`config.mk`:
```
export PLATFORM = sky130hd
export DESIGN_NAME = urv_decode
export DESIGN_NICKNAME = d
export VERILOG_FILES = /design/src/rtl/urv_defs.sv /design/src/rtl/urv_decode_imm.sv /design/src/rtl/urv_decode.sv
export SDC_FILE = /design/constraint.sdc
export NUM_CORES = 1
export LEC_CHECK = 0
export CAP_MARGIN = 20
export CELL_PAD_IN_SITES_DETAIL_PLACEMENT = 1
export CELL_PAD_IN_SITES_GLOBAL_PLACEMENT = 1
export CORE_MARGIN = 4
export CORE_UTILIZATION = 31
export CTS_CLUSTER_DIAMETER = 40
export DETAILED_ROUTE_END_ITERATION = 8
export GPL_TIMING_DRIVEN = 0
export PLACE_DENSITY_LB_ADDON = 0.1
export REMOVE_ABC_BUFFERS = 1
export SYNTH_ARGS = -nofsm -noshare
export SYNTH_HDL_FRONTEND = slang
export SYNTH_SLANG_ARGS = --single-unit
```
`constraint.sdc`:
```
create_clock -name clk_i -period 3.02 [get_ports clk_i]
set_input_delay 0.906 -clock clk_i [delete_from_list [all_inputs] [get_ports clk_i]]
set_output_delay 0.906 -clock clk_i [all_outputs]
set_load 0.05 [all_outputs]
```
`src/rtl/urv_defs.sv`:
```
// Shared uRV decode definitions: RV32I opcode/funct constants, immediate formats
// and the helper that tells whether an instruction reads rs1.
package urv_defs;

  localparam logic [4:0] OPC_LOAD   = 5'b00000;
  localparam logic [4:0] OPC_FENCE  = 5'b00011;
  localparam logic [4:0] OPC_OP_IMM = 5'b00100;
  localparam logic [4:0] OPC_AUIPC  = 5'b00101;
  localparam logic [4:0] OPC_STORE  = 5'b01000;
  localparam logic [4:0] OPC_OP     = 5'b01100;
  localparam logic [4:0] OPC_LUI    = 5'b01101;
  localparam logic [4:0] OPC_BRANCH = 5'b11000;
  localparam logic [4:0] OPC_JALR   = 5'b11001;
  localparam logic [4:0] OPC_JAL    = 5'b11011;
  localparam logic [4:0] OPC_SYSTEM = 5'b11100;

  localparam logic [2:0] FUN3_CSRRW = 3'b001;
  localparam logic [2:0] FUN3_CSRRS = 3'b010;
  localparam logic [2:0] FUN3_CSRRC = 3'b011;

  localparam logic [6:0] FUN7_BASE   = 7'b0000000;
  localparam logic [6:0] FUN7_ALT    = 7'b0100000;
  localparam logic [6:0] FUN7_MULDIV = 7'b0000001;

  typedef enum logic [2:0] {
    FMT_NONE = 3'd0,
    FMT_I    = 3'd1,
    FMT_S    = 3'd2,
    FMT_B    = 3'd3,
    FMT_U    = 3'd4,
    FMT_J    = 3'd5
  } imm_fmt_t;

  // SYSTEM only reads rs1 for the register forms of the CSR instructions.
  function automatic logic uses_rs1(input logic [4:0] opc, input logic [2:0] fun3);
    case (opc)
      OPC_JALR, OPC_BRANCH, OPC_LOAD, OPC_STORE, OPC_OP_IMM, OPC_OP: uses_rs1 = 1'b1;
      OPC_SYSTEM: uses_rs1 = (fun3 == FUN3_CSRRW) || (fun3 == FUN3_CSRRS) || (fun3 == FUN3_CSRRC);
      default:    uses_rs1 = 1'b0;
    endcase
  endfunction

endpackage

```
`src/rtl/urv_decode_imm.sv`:
```
// Combinational immediate extractor: instruction word -> {format, sign-extended imm}.
// Encodings whose low bits are not 2'b11 are not 32-bit instructions and carry no immediate.
module urv_decode_imm
  import urv_defs::*;
(
  input  logic [31:0] ir_i,
  output logic [2:0]  fmt_o,
  output logic [31:0] imm_o
);

  imm_fmt_t fmt;

  always_comb begin
    fmt = FMT_NONE;
    if (ir_i[1:0] == 2'b11) begin
      case (ir_i[6:2])
        OPC_LOAD, OPC_OP_IMM, OPC_JALR, OPC_SYSTEM: fmt = FMT_I;
        OPC_STORE:                                  fmt = FMT_S;
        OPC_BRANCH:                                 fmt = FMT_B;
        OPC_LUI, OPC_AUIPC:                         fmt = FMT_U;
        OPC_JAL:                                    fmt = FMT_J;
        default:                                    fmt = FMT_NONE;
      endcase
    end
  end

  always_comb begin
    case (fmt)
      FMT_I:   imm_o = {{20{ir_i[31]}}, ir_i[31:20]};
      FMT_S:   imm_o = {{20{ir_i[31]}}, ir_i[31:25], ir_i[11:7]};
      FMT_B:   imm_o = {{19{ir_i[31]}}, ir_i[31], ir_i[7], ir_i[30:25], ir_i[11:8], 1'b0};
      FMT_U:   imm_o = {ir_i[31:12], 12'b0};
      FMT_J:   imm_o = {{11{ir_i[31]}}, ir_i[31], ir_i[19:12], ir_i[20], ir_i[30:21], 1'b0};
      default: imm_o = '0;
    endcase
  end

  assign fmt_o = fmt;

endmodule

```
`src/rtl/urv_decode.sv`:
```
// uRV decode stage: registers the fetched instruction, extracts fields/immediate,
// inserts a load-use bubble. Optional illegal-opcode check under URV_ILLEGAL_INSN_CHECK_EN.
module urv_decode
  import urv_defs::*;
#(
  parameter int g_with_hw_mul         = 0,
  parameter int g_with_load_interlock = 1
) (
  input  logic        clk_i,
  input  logic        rst_n_i,
  input  logic        f_valid_i,
  input  logic [31:0] f_ir_i,
  input  logic [31:0] f_pc_i,
  output logic        f_stall_o,
  input  logic        x_stall_i,
  input  logic        x_kill_i,
  output logic [4:0]  rf_rs1_o,
  output logic [4:0]  rf_rs2_o,
  output logic        d_valid_o,
  output logic [31:0] d_pc_o,
  output logic [4:0]  d_opcode_o,
  output logic [2:0]  d_fun_o,
  output logic [6:0]  d_fun7_o,
  output logic [4:0]  d_rs1_o,
  output logic [4:0]  d_rs2_o,
  output logic [4:0]  d_rd_o,
  output logic [31:0] d_imm_o,
  output logic        d_is_load_o,
  output logic        d_is_store_o,
  output logic        d_is_branch_o,
  output logic        d_illegal_o,
  output logic        d_load_hazard_o
);

  typedef enum logic {ST_RUN = 1'b0, ST_BUBBLE = 1'b1} state_t;

  state_t      state_q;
  logic        d_valid_q, d_is_load_q, d_is_store_q, d_is_branch_q, d_illegal_q;
  logic [31:0] d_pc_q, d_imm_q;
  logic [4:0]  d_opcode_q, d_rs1_q, d_rs2_q, d_rd_q;
  logic [2:0]  d_fun_q;
  logic [6:0]  d_fun7_q;

  logic        f_rv32, f_is_load, f_is_store, f_is_branch, f_use_rs1, f_use_rs2, f_illegal;
  logic [4:0]  f_opc, f_rd;
  logic [2:0]  f_fmt;
  logic [31:0] f_imm;
  logic        hazard;

  urv_decode_imm u_imm (
    .ir_i  (f_ir_i),
    .fmt_o (f_fmt),
    .imm_o (f_imm)
  );

  // Non-32-bit encodings decode as "nothing": no class, no source, no immediate.
  assign f_rv32      = (f_ir_i[1:0] == 2'b11);
  assign f_opc       = f_ir_i[6:2];
  assign f_is_load   = f_rv32 && (f_opc == OPC_LOAD);
  assign f_is_store  = (f_fmt == FMT_S);
  assign f_is_branch = (f_fmt == FMT_B);
  assign f_use_rs1   = f_rv32 && uses_rs1(f_opc, f_ir_i[14:12]);
  assign f_use_rs2   = f_is_store || f_is_branch || (f_rv32 && (f_opc == OPC_OP));
  assign f_rd        = (f_is_store || f_is_branch) ? 5'd0 : f_ir_i[11:7];

  assign rf_rs1_o = f_ir_i[19:15];
  assign rf_rs2_o = f_ir_i[24:20];

`ifdef URV_ILLEGAL_INSN_CHECK_EN
  always_comb begin
    f_illegal = 1'b1;
    if (f_rv32) begin
      case (f_opc)
        OPC_LOAD, OPC_STORE, OPC_BRANCH, OPC_JAL, OPC_JALR, OPC_OP_IMM,
        OPC_LUI, OPC_AUIPC, OPC_SYSTEM, OPC_FENCE: f_illegal = 1'b0;
        OPC_OP: f_illegal = !((f_ir_i[31:25] == FUN7_BASE) || (f_ir_i[31:25] == FUN7_ALT) ||
                              ((g_with_hw_mul != 0) && (f_ir_i[31:25] == FUN7_MULDIV)));
        default: f_illegal = 1'b1;
      endcase
    end
  end
`else
  assign f_illegal = 1'b0;
`endif

  generate
    if (g_with_load_interlock != 0) begin : g_interlock
      assign hazard = (state_q == ST_RUN) && d_valid_q && d_is_load_q && (d_rd_q != 5'd0) &&
                      f_valid_i && !x_stall_i && !x_kill_i &&
                      ((f_use_rs1 && (f_ir_i[19:15] == d_rd_q)) ||
                       (f_use_rs2 && (f_ir_i[24:20] == d_rd_q)));
    end else begin : g_no_interlock
      assign hazard = 1'b0;
    end
  endgenerate

  assign d_load_hazard_o = hazard;
  assign f_stall_o       = rst_n_i && (x_stall_i || hazard);

  // Kill beats stall; a detected hazard drops D and holds fetch for exactly one edge.
  always_ff @(posedge clk_i or negedge rst_n_i) begin
    if (!rst_n_i) begin
      state_q       <= ST_RUN;
      d_valid_q     <= 1'b0;
      d_pc_q        <= '0;
      d_opcode_q    <= '0;
      d_fun_q       <= '0;
      d_fun7_q      <= '0;
      d_rs1_q       <= '0;
      d_rs2_q       <= '0;
      d_rd_q        <= '0;
      d_imm_q       <= '0;
      d_is_load_q   <= 1'b0;
      d_is_store_q  <= 1'b0;
      d_is_branch_q <= 1'b0;
      d_illegal_q   <= 1'b0;
    end else if (x_kill_i) begin
      d_valid_q <= 1'b0;
      state_q   <= ST_RUN;
    end else if (!x_stall_i) begin
      if (hazard) begin
        d_valid_q <= 1'b0;
        state_q   <= ST_BUBBLE;
      end else begin
        state_q       <= ST_RUN;
        d_valid_q     <= f_valid_i;
        d_pc_q        <= f_pc_i;
        d_opcode_q    <= f_opc;
        d_fun_q       <= f_ir_i[14:12];
        d_fun7_q      <= f_ir_i[31:25];
        d_rs1_q       <= f_use_rs1 ? f_ir_i[19:15] : 5'd0;
        d_rs2_q       <= f_use_rs2 ? f_ir_i[24:20] : 5'd0;
        d_rd_q        <= f_rd;
        d_imm_q       <= f_imm;
        d_is_load_q   <= f_is_load;
        d_is_store_q  <= f_is_store;
        d_is_branch_q <= f_is_branch;
        d_illegal_q   <= f_illegal;
      end
    end
  end

  assign d_valid_o     = d_valid_q;
  assign d_pc_o        = d_pc_q;
  assign d_opcode_o    = d_opcode_q;
  assign d_fun_o       = d_fun_q;
  assign d_fun7_o      = d_fun7_q;
  assign d_rs1_o       = d_rs1_q;
  assign d_rs2_o       = d_rs2_q;
  assign d_rd_o        = d_rd_q;
  assign d_imm_o       = d_imm_q;
  assign d_is_load_o   = d_is_load_q;
  assign d_is_store_o  = d_is_store_q;
  assign d_is_branch_o = d_is_branch_q;
  assign d_illegal_o   = d_illegal_q;

endmodule

```
==> impl_metrics.xml <==
<?xml version="1.0" encoding="UTF-8"?>
<metrics>
  <group name="status">
    <metric name="status" unit="">complete, no violations</metric>
  </group>
  <group name="floorplanning">
    <metric name="die-area" unit="mm²">0.01628</metric>
    <metric name="chipWidth" unit="µm">127.6</metric>
    <metric name="chipHeight" unit="µm">127.6</metric>
    <metric name="core_area" unit="mm²">0.01393</metric>
    <metric name="initial_utilization" unit="">0.3181</metric>
    <metric name="io_pins" unit="">180</metric>
    <metric name="number_of_cell_rows" unit="">43</metric>
  </group>
  <group name="run">
    <metric name="number_of_max_capacitance_violations_reported" unit="">0</metric>
  </group>
  <group name="power">
    <metric name="worst_ir_drop_vdd" unit="mV">0.2448</metric>
    <metric name="power_density" unit="mW/mm²">584.3</metric>
    <metric name="total_power_draw" unit="mW">3.996</metric>
    <metric name="p_leak" unit="nW">3.132</metric>
  </group>
  <group name="timing">
    <metric name="period_minus_slack" unit="ns">3.013</metric>
    <metric name="grt_setup_unrepaired" unit="">yes</metric>
    <metric name="report.final.hold_viol_count" unit="">0</metric>
    <metric name="share_of_the_cycle_needed_by_the_critical_path_after_routing" unit="">0.9978</metric>
    <metric name="report.final.slew_viol_count" unit="">0</metric>
    <metric name="max_clock_freq" unit="MHz">331.8</metric>
    <metric name="tns" unit="ns">0</metric>
    <metric name="final.hold.worst_slack" unit="ns">0.4652</metric>
    <metric name="finalWorstSetupSlack" unit="ns">0.006532</metric>
    <metric name="slew-limit-headroom" unit="">0.4412</metric>
    <metric name="worst_clock_skew" unit="ns">0.006515</metric>
    <metric name="final-setup-viol-count" unit="">0</metric>
    <metric name="max_slew.worst_pin.slew" unit="ns">0.8346</metric>
  </group>
  <group name="synth">
    <metric name="synth-seq-cells" unit="">99</metric>
    <metric name="top_post_synthesis_cells_by_area" unit="">sky130_fd_sc_hd__dfrtp_1, sky130_fd_sc_hd__nand2_1, sky130_fd_sc_hd__nor2_1</metric>
    <metric name="synthFlopType" unit="">sky130_fd_sc_hd__dfrtp_1</metric>
    <metric name="yosys.area.top_type" unit="">sky130_fd_sc_hd__dfrtp_1</metric>
    <metric name="synthArstFlopShare" unit="">1.000</metric>
    <metric name="yosys_warnings" unit="">0</metric>
    <metric name="synth_area_per_cell" unit="µm²">8.992</metric>
    <metric name="seq_area_frac_synth" unit="">0.5588</metric>
    <metric name="mappedNetlistArea" unit="mm²">0.004433</metric>
    <metric name="synth_cell_types" unit="">43</metric>
    <metric name="synth_top_area_share" unit="">0.5588</metric>
    <metric name="syn-instance-count" unit="">493</metric>
    <metric name="number_of_flops_mapped_to_enable_cells_by_yosys" unit="">0</metric>
  </group>
  <group name="drt">
    <metric name="post-route-drc-count" unit="">0</metric>
    <metric name="postRouteAntennaNets" unit="">0</metric>
    <metric name="post_drt_via_cell_ratio" unit="">4.735</metric>
    <metric name="vias" unit="">4039</metric>
    <metric name="post_drt_wl_per_cell" unit="µm">17.47</metric>
    <metric name="wl" unit="mm">14.90</metric>
    <metric name="drt_pass_1_iters" unit="">4</metric>
    <metric name="initialDrtViolationCount" unit="">180</metric>
  </group>
  <group name="worst_setup_path">
    <metric name="r2r_setup_slack" unit="ns">0.35</metric>
    <metric name="setup.worst_path.end_class" unit="">output port</metric>
    <metric name="timing.critical_path.slowest_stage_cell" unit="">sky130_fd_sc_hd__o2111ai_2</metric>
    <metric name="max_fo_critical_path" unit="">12</metric>
    <metric name="critical_path.max_stage_delay" unit="ns">0.26</metric>
    <metric name="timing.critical_path.buf_inv" unit="">2</metric>
    <metric name="crit_chain" unit="">buf_2 -&gt; nor2_1 -&gt; a21o_1 -&gt; o2111ai_2 -&gt; a21oi_4 -&gt; o21a_1 -&gt; buf_6</metric>
    <metric name="critPathRequiredTime" unit="ns">2.11</metric>
    <metric name="cpLargestDelayFamily" unit="">compound AO/OA/AOI/OAI gates</metric>
    <metric name="type_of_element_launching_the_critical_path" unit="">input pin</metric>
    <metric name="worst_ep_arrival_time" unit="ns">2.11</metric>
    <metric name="critical_path_class" unit="">in2out</metric>
  </group>
  <group name="cts">
    <metric name="clk_latency" unit="ns">0.35</metric>
    <metric name="cts_max_path_buffers" unit="">2</metric>
    <metric name="cts_tree" unit="">yes</metric>
    <metric name="htree_num_levels" unit="">3</metric>
    <metric name="cts_hold_buf" unit="">0</metric>
    <metric name="cts-buffers-inserted" unit="">9</metric>
    <metric name="clock-root-buffer" unit="">sky130_fd_sc_hd__clkbuf_16</metric>
    <metric name="clk_pin_slew" unit="ns">0.06</metric>
    <metric name="clkSinkCount" unit="">99</metric>
  </group>
  <group name="finish">
    <metric name="fillerInstances" unit="">1592</metric>
    <metric name="final_cells" unit="">853</metric>
    <metric name="finish.net_count" unit="">737</metric>
    <metric name="finished_core_util" unit="">0.4907</metric>
    <metric name="layout-drive-gt1-share" unit="">0.1263</metric>
    <metric name="antenna_fix_cells" unit="">0</metric>
    <metric name="flow.area_growth_from_synthesis" unit="%">54.25</metric>
    <metric name="non_filler_cell_area_final" unit="mm²">0.006838</metric>
  </group>
  <group name="place">
    <metric name="placed_area" unit="mm²">0.006335</metric>
    <metric name="io_buffer_count" unit="">178</metric>
    <metric name="dp_hpwl" unit="mm">10.15</metric>
    <metric name="post-place-cells" unit="">819</metric>
    <metric name="place_congestion" unit="">0.7501</metric>
    <metric name="detailedPlace.worstSlack" unit="ns">-1.608</metric>
  </group>
  <group name="grt">
    <metric name="globalRouteOverflowTotal" unit="">0</metric>
    <metric name="grt_first_pass_wirelength" unit="mm">23.76</metric>
    <metric name="grt_pass1_vias" unit="">4333</metric>
    <metric name="grt.total_usage" unit="">0.1837</metric>
    <metric name="antenna_found_initial" unit="">1</metric>
    <metric name="pin_count_of_the_biggest_net_entering_global_routing" unit="">64</metric>
  </group>
  <group name="hold_path">
    <metric name="timing.hold.worst.class" unit="">reg2reg</metric>
  </group>
</metrics>
[path summary, 6_finish.rpt]
check / startpoint / depth (start not counted) / endpoint
worst max-delay path: f_ir_i[6] / 7 / f_stall_o
worst min-delay path: d_rs2_o[4]$_DFFE_PN0P_ / 2 / d_rs2_o[4]$_DFFE_PN0P_
worst max register to register: d_rd_o[1]$_DFFE_PN0P_ / 7 / d_imm_o[29]$_DFFE_PN0P_
worst min register to register: d_rs2_o[4]$_DFFE_PN0P_ / 2 / d_rs2_o[4]$_DFFE_PN0P_
max in group asynchronous: rst_n_i / 2 / d_imm_o[28]$_DFFE_PN0P_
min in group asynchronous: rst_n_i / 1 / d_pc_o[20]$_DFFE_PN0P_
[what timing repair did]
item,in CTS,in global routing
cloned,0,1
setup endpoints to repair,100,63
pin swaps,14,1
buffers inserted,15,2
resized for setup,132,4
[layout by cell type (no fill, tap or decap), types with 7 or more instances in the layout]
cell type,synthesis,layout
sky130_fd_sc_hd__nand2_1,202,201
sky130_fd_sc_hd__clkdlybuf4s50_1,0,152
sky130_fd_sc_hd__dfrtp_1,99,99
sky130_fd_sc_hd__nor2_1,38,35
sky130_fd_sc_hd__a31oi_1,20,20
sky130_fd_sc_hd__buf_4,16,18
sky130_fd_sc_hd__nand3_1,18,17
sky130_fd_sc_hd__xor2_1,11,11
sky130_fd_sc_hd__buf_2,13,11
sky130_fd_sc_hd__clkbuf_16,0,9
sky130_fd_sc_hd__o21ai_0,7,7
[flip-flops by register name, indices dropped and copies added, names as in the netlist, 3 cells and up]
name	cells
d_imm_o	32
d_pc_o	32
d_fun7_o	7
d_opcode_o	5
d_rd_o	5
d_rs1_o	5
d_rs2_o	5
d_fun_o	3
[area by class of cell]
| class | count | area, µm² | area share |
|---|---|---|---|
| sequential | 99 | 2477 | 0.3623 |
| timing repair buffer | 200 | 2002 | 0.2928 |
| multi-input combinational | 351 | 1790 | 0.2618 |
| clock buffer | 13 | 270.3 | 0.03952 |
| tap | 180 | 225.2 | 0.03294 |
| clock inverter | 3 | 43.79 | 0.006404 |
| inverter | 7 | 28.78 | 0.004209 |
[cell families (layout without fill, tap and decap cells)]
logic type      count (synthesis)  after routing  share of synthesized area
simple gates                  281            281                     0.2636
flops                          99             99                     0.5588
compound gates                 56             57                    0.08947
buf+inv                        44            223                    0.06294
xor+xnor                       11             11                    0.02173
other cells                     1              1                  0.0008459
mux                             1              1                   0.002540
[cell usage after synthesis, types with 3 or more instances]
cell                       number
sky130_fd_sc_hd__nand2_1      202
sky130_fd_sc_hd__o21ai_0        7
sky130_fd_sc_hd__inv_1          7
sky130_fd_sc_hd__a31oi_1       20
sky130_fd_sc_hd__nor3_1         3
sky130_fd_sc_hd__o31ai_1        6
sky130_fd_sc_hd__buf_6          5
sky130_fd_sc_hd__buf_2         13
sky130_fd_sc_hd__nor2_1        38
sky130_fd_sc_hd__nor2b_1        5
sky130_fd_sc_hd__buf_4         16
sky130_fd_sc_hd__dfrtp_1       99
sky130_fd_sc_hd__a221oi_1       6
sky130_fd_sc_hd__nand3_1       18
sky130_fd_sc_hd__xor2_1        11
sky130_fd_sc_hd__clkbuf_1       3
[where the power goes]
part | switching [mW] | leakage, nW | internal [mW]
Combinational | 0.807 | 1.73 | 0.425
Clock | 0.508 | 0.156 | 0.713
Sequential | 0.0839 | 1.25 | 1.46
Total | 1.40 | 3.13 | 2.60
[layer usage]
metal,share of wire,track usage,routed length (µm)
met5,0.00047,0,7
met3,0.069,0.04891,1027
met2,0.48,0.2992,7117
met4,0.011,0.05618,165
met1,0.44,0.2402,6586
[worst min-delay path, delay by kind of cell (launching register included)]
kind | cells | cell delay, ns
flip-flops | 1 | 0.34
AND/OR/NAND/NOR | 2 | 0.10
Note: power is estimated with default switching activity, not from simulation.
